[config.mk]
export PLATFORM = sky130hd
export DESIGN_NAME = instr_fetch_sequencer
export DESIGN_NICKNAME = d
export VERILOG_FILES = /design/src/rtl/instr_fetch_sequencer.sv
export SDC_FILE = /design/constraint.sdc
export NUM_CORES = 1
export LEC_CHECK = 0
export CAP_MARGIN = 20
export CORE_ASPECT_RATIO = 0.6
export CORE_MARGIN = 4
export CORE_UTILIZATION = 44
export DETAILED_ROUTE_END_ITERATION = 6
export PLACE_DENSITY = 0.74
export SLEW_MARGIN = 25
export SYNTH_ARGS = -nofsm -noshare
export SYNTH_HDL_FRONTEND = slang
export SYNTH_SLANG_ARGS = --single-unit
export TNS_END_PERCENT = 20
[constraint.sdc]
create_clock -name clk -period 5.4 [get_ports clk]
set_input_delay 1.08 -clock clk [delete_from_list [all_inputs] [get_ports clk]]
set_output_delay 1.08 -clock clk [all_outputs]
set_load 0.02 [all_outputs]
[src/rtl/instr_fetch_sequencer.sv]
// instr_fetch_sequencer: PC owner and fetch FSM feeding a 2-entry decode queue; define FETCH_ALIGN_CHECK_EN to trap misaligned redirects
module instr_fetch_sequencer #(
  parameter logic [31:0] RESET_PC = 32'h0000_0000,
  parameter int unsigned PC_STEP  = 4
) (
  input  logic        clk,
  input  logic        reset,
  input  logic        start,
  input  logic        halt_req,
  input  logic        redirect,
  input  logic [31:0] redirect_pc,
  output logic [31:0] imem_addr,
  input  logic [31:0] imem_data,
  output logic        inst_valid,
  input  logic        inst_ready,
  output logic [31:0] inst_data,
  output logic [31:0] inst_pc,
  output logic        busy,
  output logic        align_err
);
  typedef enum logic [1:0] {IDLE, RUN, HALT} state_t;
  state_t      state_q, state_d;
  logic [31:0] pc_q, pc_d, tgt_pc;
  logic [1:0]  cnt_q, cnt_d;
  logic        head_q, head_d, tail_q, tail_d, align_q, mis, deq, cap;
  logic [31:0] inst_q [2];
  logic [31:0] ipc_q  [2];
`ifdef FETCH_ALIGN_CHECK_EN
  assign mis    = redirect && (redirect_pc[1:0] != 2'b00);
  assign tgt_pc = redirect_pc & ~32'h3;
`else
  assign mis    = 1'b0;
  assign tgt_pc = redirect_pc;
`endif
  assign imem_addr  = pc_q;
  assign inst_valid = cnt_q != 2'd0;
  assign inst_data  = inst_q[head_q];
  assign inst_pc    = ipc_q[head_q];
  assign busy       = state_q == RUN;
  assign align_err  = align_q;
  assign deq        = inst_valid && inst_ready;
  // a full queue can still accept when the head leaves on the same edge
  assign cap        = (state_q == RUN) && !redirect && ((cnt_q != 2'd2) || deq);
  always_comb begin
    state_d = redirect ? (mis ? HALT : state_q)
            : (state_q == RUN) ? (halt_req ? HALT : RUN)
            : (start && !align_q) ? RUN : state_q;
    pc_d    = redirect ? tgt_pc : cap ? pc_q + 32'(PC_STEP) : pc_q;
    cnt_d   = redirect ? 2'd0 : cnt_q + {1'b0, cap} - {1'b0, deq};
    head_d  = redirect ? 1'b0 : head_q ^ deq;
    tail_d  = redirect ? 1'b0 : tail_q ^ cap;
  end
  always_ff @(posedge clk) begin
    if (reset) begin
      state_q <= IDLE;
      pc_q    <= RESET_PC;
      cnt_q   <= 2'd0;
      head_q  <= 1'b0;
      tail_q  <= 1'b0;
      align_q <= 1'b0;
      for (int i = 0; i < 2; i++) begin
        inst_q[i] <= 32'h0;
        ipc_q[i]  <= 32'h0;
      end
    end else begin
      state_q <= state_d;
      pc_q    <= pc_d;
      cnt_q   <= cnt_d;
      head_q  <= head_d;
      tail_q  <= tail_d;
      align_q <= align_q | mis;
      if (cap) begin
        inst_q[tail_q] <= imem_data;
        ipc_q[tail_q]  <= pc_q;
      end
    end
  end
endmodule
==> metrics.txt <==
# TYPE chip_impl_metric gauge
chip_impl_info{name="status",value="complete, no violations"} 1
chip_impl_metric{name="irDropWorstVdd",unit="mV"} 0.176
chip_impl_metric{name="async_flop_share",unit="%"} 0
chip_impl_metric{name="power.density",unit="nW/um2"} 292
chip_impl_metric{name="share_of_layout_cells_above_drive_strength_1",unit="%"} 14.8
chip_impl_info{name="startpoint_type",value="flip-flop"} 1
chip_impl_metric{name="power.switching_fraction",unit="%"} 25.2
chip_impl_metric{name="syn-num-nets",unit=""} 690
chip_impl_metric{name="synthXorXnorAreaFrac",unit="%"} 1.37
chip_impl_metric{name="drv.max_cap_violation_count",unit=""} 0
chip_impl_metric{name="timing.reg2reg.setup_slack",unit="ns"} 2.67
chip_impl_metric{name="postCtsSetupBuffers",unit=""} 0
chip_impl_metric{name="yosys.area_share.simple",unit="%"} 19.7
chip_impl_metric{name="final_nets",unit=""} 842
chip_impl_metric{name="final_standard_cell_count_with_taps_included_and_fillers_excluded",unit=""} 1016
chip_impl_metric{name="timing.hold.worst_path_depth",unit=""} 2
chip_impl_info{name="hold_path.class",value="flip-flop to flip-flop"} 1
chip_impl_metric{name="path_max_fanout",unit=""} 65
chip_impl_metric{name="route.antenna.remaining_nets",unit=""} 0
chip_impl_metric{name="number_of_failing_hold_endpoints_at_the_final_stage",unit=""} 0
chip_impl_metric{name="grt_start_max_net_pins",unit=""} 66
chip_impl_metric{name="arrival_time_at_the_worst_endpoint",unit="ns"} 2.43
chip_impl_metric{name="seqPwrFrac",unit="%"} 50.2
chip_impl_info{name="mostFrequentLayoutCells",value="clkdlybuf4s50_1 (167), and2_1 (131), edfxtp_1 (128), mux2_2 (64), dfxtp_1 (37)"} 1
chip_impl_info{name="holdPathEnd",value="state_q[1]"} 1
chip_impl_metric{name="postPlaceCellArea",unit="um2"} 9580
chip_impl_metric{name="post_dp_hpwl",unit="mm"} 12.4
chip_impl_metric{name="preCtsSetupSlack",unit="ns"} 1.59
chip_impl_metric{name="insertedDiodeCount",unit=""} 0
chip_impl_metric{name="cts_buffers",unit=""} 17
chip_impl_metric{name="clock_sinks",unit=""} 166
chip_impl_metric{name="starting_density_of_the_core",unit="%"} 44.8
chip_impl_metric{name="drt_first_iter_violations",unit=""} 474
chip_impl_metric{name="cts.htree.levels",unit=""} 4
chip_impl_metric{name="floorplan.die_area",unit="um2"} 19700
chip_impl_metric{name="gr-usage-met2",unit="%"} 30.7
chip_impl_metric{name="clk-insertion-delay-late",unit="ns"} 0.42
chip_impl_metric{name="netlist_area",unit="um2"} 7670
chip_impl_metric{name="number_of_antenna_violations_at_the_first_check_in_global_routing",unit=""} 0
chip_impl_info{name="r2r-start",value="state_q[1]"} 1
chip_impl_metric{name="timing_worst_slew_pin_value",unit="ns"} 1.10
chip_impl_metric{name="vias",unit=""} 5488
chip_impl_info{name="cts_tree",value="done"} 1
chip_impl_metric{name="cell_internal_pwr",unit="mW"} 2.21
chip_impl_metric{name="setup-tns-final",unit="ns"} 0
chip_impl_info{name="cp_cell_sequence",value="mux2_2 > clkdlybuf4s50_1"} 1
chip_impl_metric{name="final-setup-viol-count",unit=""} 0
chip_impl_metric{name="cts.path.max_buffers",unit=""} 2
chip_impl_info{name="busiest_layer",value="met2"} 1
chip_impl_metric{name="route.detailed.drc",unit=""} 0
chip_impl_metric{name="cts.clk_slew.worst_paths",unit="ns"} 0.07
chip_impl_metric{name="grt_overflow",unit=""} 0
chip_impl_metric{name="timing.final.max_slew_violations",unit=""} 0
chip_impl_metric{name="ys_ff_latch",unit=""} 166
chip_impl_metric{name="comb_power_share",unit="%"} 11.6
chip_impl_metric{name="synth-warning-count",unit=""} 0
chip_impl_info{name="crit_path_end_kind",value="output port"} 1
chip_impl_metric{name="synth_edf_count",unit=""} 128
chip_impl_metric{name="fin_ws",unit="ns"} 1.89
chip_impl_metric{name="die_width",unit="um"} 178
chip_impl_metric{name="worst_r2r_path_depth",unit=""} 5
chip_impl_metric{name="postLayoutCellArea",unit="um2"} 10100
chip_impl_metric{name="fp-row-count",unit=""} 37
chip_impl_metric{name="postCtsResizedCells",unit=""} 0
chip_impl_info{name="path_delay_family",value="flip-flops"} 1
chip_impl_metric{name="met1_usage",unit="%"} 25.8
chip_impl_metric{name="power.leakage",unit="nW"} 3.70
chip_impl_metric{name="post-layout-total-power",unit="mW"} 2.96
chip_impl_info{name="critical_path.slowest_cell",value="dfxtp_4"} 1
chip_impl_metric{name="critical_path_required",unit="ns"} 4.32
chip_impl_metric{name="detailedRoute.firstPassIterationCount",unit=""} 5
chip_impl_metric{name="gr-usage-met3",unit="%"} 4.74
chip_impl_info{name="setup.worst_path.class",value="flip-flop to output port"} 1
chip_impl_metric{name="clockPowerShare",unit="%"} 38.2
chip_impl_metric{name="fmax",unit="MHz"} 285
chip_impl_metric{name="floorplan.io_pins",unit=""} 169
chip_impl_metric{name="synth_adder_area_share",unit="%"} 0.489
chip_impl_metric{name="postSynthCellCount",unit=""} 617
chip_impl_metric{name="seq_area_frac_synth",unit="%"} 60.0
chip_impl_metric{name="portBuffers",unit=""} 167
chip_impl_metric{name="total_detailed_routing_wirelength",unit="mm"} 19.0
chip_impl_metric{name="synth.area.mux_share",unit="%"} 9.66
chip_impl_metric{name="synth_compound_gate_area_share",unit="%"} 5.69
chip_impl_metric{name="track_usage",unit="%"} 19.1
chip_impl_info{name="worstReg2RegEnd",value="ipc_q[0][2]"} 1
chip_impl_info{name="clock_tree.root_cell",value="clkbuf_16"} 1
chip_impl_metric{name="gp_congestion",unit=""} 0.859
chip_impl_metric{name="final.period_utilization",unit="%"} 64.9
chip_impl_info{name="grt_setup_unrepaired",value="false"} 1
chip_impl_metric{name="place.detailed.instances",unit=""} 984
chip_impl_info{name="ys.flop_type",value="edfxtp_1"} 1
chip_impl_metric{name="crit_buf_inv",unit=""} 1
chip_impl_metric{name="cpPeakStageDelay",unit="ns"} 0.97
chip_impl_metric{name="vias_in_the_first_global_route",unit=""} 5514
chip_impl_info{name="hold_path.startpoint",value="state_q[1]"} 1
chip_impl_metric{name="maxSlewHeadroom",unit="%"} 26.2
chip_impl_metric{name="count_of_hold_buffers_inserted_by_post_cts_repair",unit=""} 0
chip_impl_metric{name="floorplan.die.height",unit="um"} 110
chip_impl_metric{name="hold-worst-slack",unit="ns"} 0.518
chip_impl_metric{name="utilization",unit="%"} 59.2
chip_impl_metric{name="distinct_cell_type_count_after_synthesis",unit=""} 54
chip_impl_metric{name="core_region_area",unit="um2"} 17100
chip_impl_metric{name="p_switching",unit="mW"} 0.746
chip_impl_metric{name="first_pass_grt_wire_length",unit="mm"} 29.0
chip_impl_metric{name="synthesis.area_per_instance",unit="um2"} 12.4
chip_impl_metric{name="post_drt_via_cell_ratio",unit=""} 5.40
chip_impl_metric{name="period_minus_slack",unit="ns"} 3.51
chip_impl_metric{name="flow.area_growth_from_synthesis",unit="%"} 32.1
chip_impl_info{name="synth_top_family_by_area",value="simple AND/OR/NAND/NOR gates"} 1
chip_impl_info{name="layout.cells.most_common",value="clkdlybuf4s50_1"} 1
chip_impl_metric{name="fin_worst_skew",unit="ns"} 0.0149
chip_impl_metric{name="route.detailed.wl_per_inst",unit="um"} 18.7
-- cell families after synthesis --
logic type / Yosys count
AOI/OAI and AO/OA: 60
xor gates and xnor gates: 12
adders and majority gates: 3
buffers and inverters: 58
DFF: 166
muxes: 66
other: 1
and+or+nand+nor: 251
-- sequential cells by signal (all words and copies together), names as in the netlist --
name	count
state_q	2
head_q	1
inst_q	64
tail_q	1
imem_addr	32
ipc_q	64
cnt_q	2
-- worst max-delay path by stage --
| stage | start | slack [ns] | cells past startpoint | to |
|---|---|---|---|---|
| after floorplan | redirect | 0.02 | 5 | inst_q[0][0] |
| after global placement | inst_ready | 1.62 | 7 | ipc_q[0][26] |
| after detailed placement | inst_ready | 1.59 | 7 | ipc_q[0][25] |
| after CTS | head_q | 1.87 | 2 | inst_pc[22] |
| after global routing | head_q | 1.80 | 2 | inst_pc[4] |
| final | head_q | 1.89 | 2 | inst_pc[11] |
-- cell type report --
type,count,area [um2]
sequential,166,4610
tap,234,293
multi-input combinational,393,2890
clock buffer,18,429
timing repair buffer,174,1740
fill,1388,7000
clock inverter,14,115
inverter,17,63.8
-- synthesized netlist by cell type, types with 4 or more instances --
cell type,number,share of area [%]
a211oi_1,13,1.3
a21oi_1,9,0.59
a311oi_1,7,0.80
and2_1,131,11
and3_1,5,0.41
and4_1,8,0.91
buf_1,5,0.24
clkbuf_1,31,1.5
dfxtp_1,38,9.9
edfxtp_1,128,50
inv_1,17,0.83
mux2_2,64,9.4
nand2_1,18,0.88
nand3_1,8,0.52
nand4_1,5,0.41
nor2_1,31,1.5
nor3_1,7,0.46
nor3b_1,4,0.39
nor4_1,9,0.73
o21ai_0,7,0.46
or3_1,7,0.57
or4_1,4,0.39
xnor2_1,9,1.0
-- power groups by stage --
stage | sequential, mW | clock [mW] | combinational [mW]
after floorplan | 1.52 | 0 | 0.148
after global placement | 1.51 | 0 | 0.339
after detailed placement | 1.51 | 0 | 0.344
after CTS | 1.48 | 1.14 | 0.346
after global routing | 1.49 | 1.20 | 0.366
final | 1.48 | 1.13 | 0.343
-- routing by layer --
metal	vias to the layer above	share of wire (%)
li1	2553	-
met1	2678	45
met2	227	46
met3	30	7.0
met4	0	1.4
met5	-	0
-- tightest hold or removal path, delay by kind of cell (launching register included) --
family,cells,cell delay [ns]
flops,1,0.35
simple gates,1,0.07
compound gates,1,0.07
Note: power is estimated with default switching activity, not from simulation.
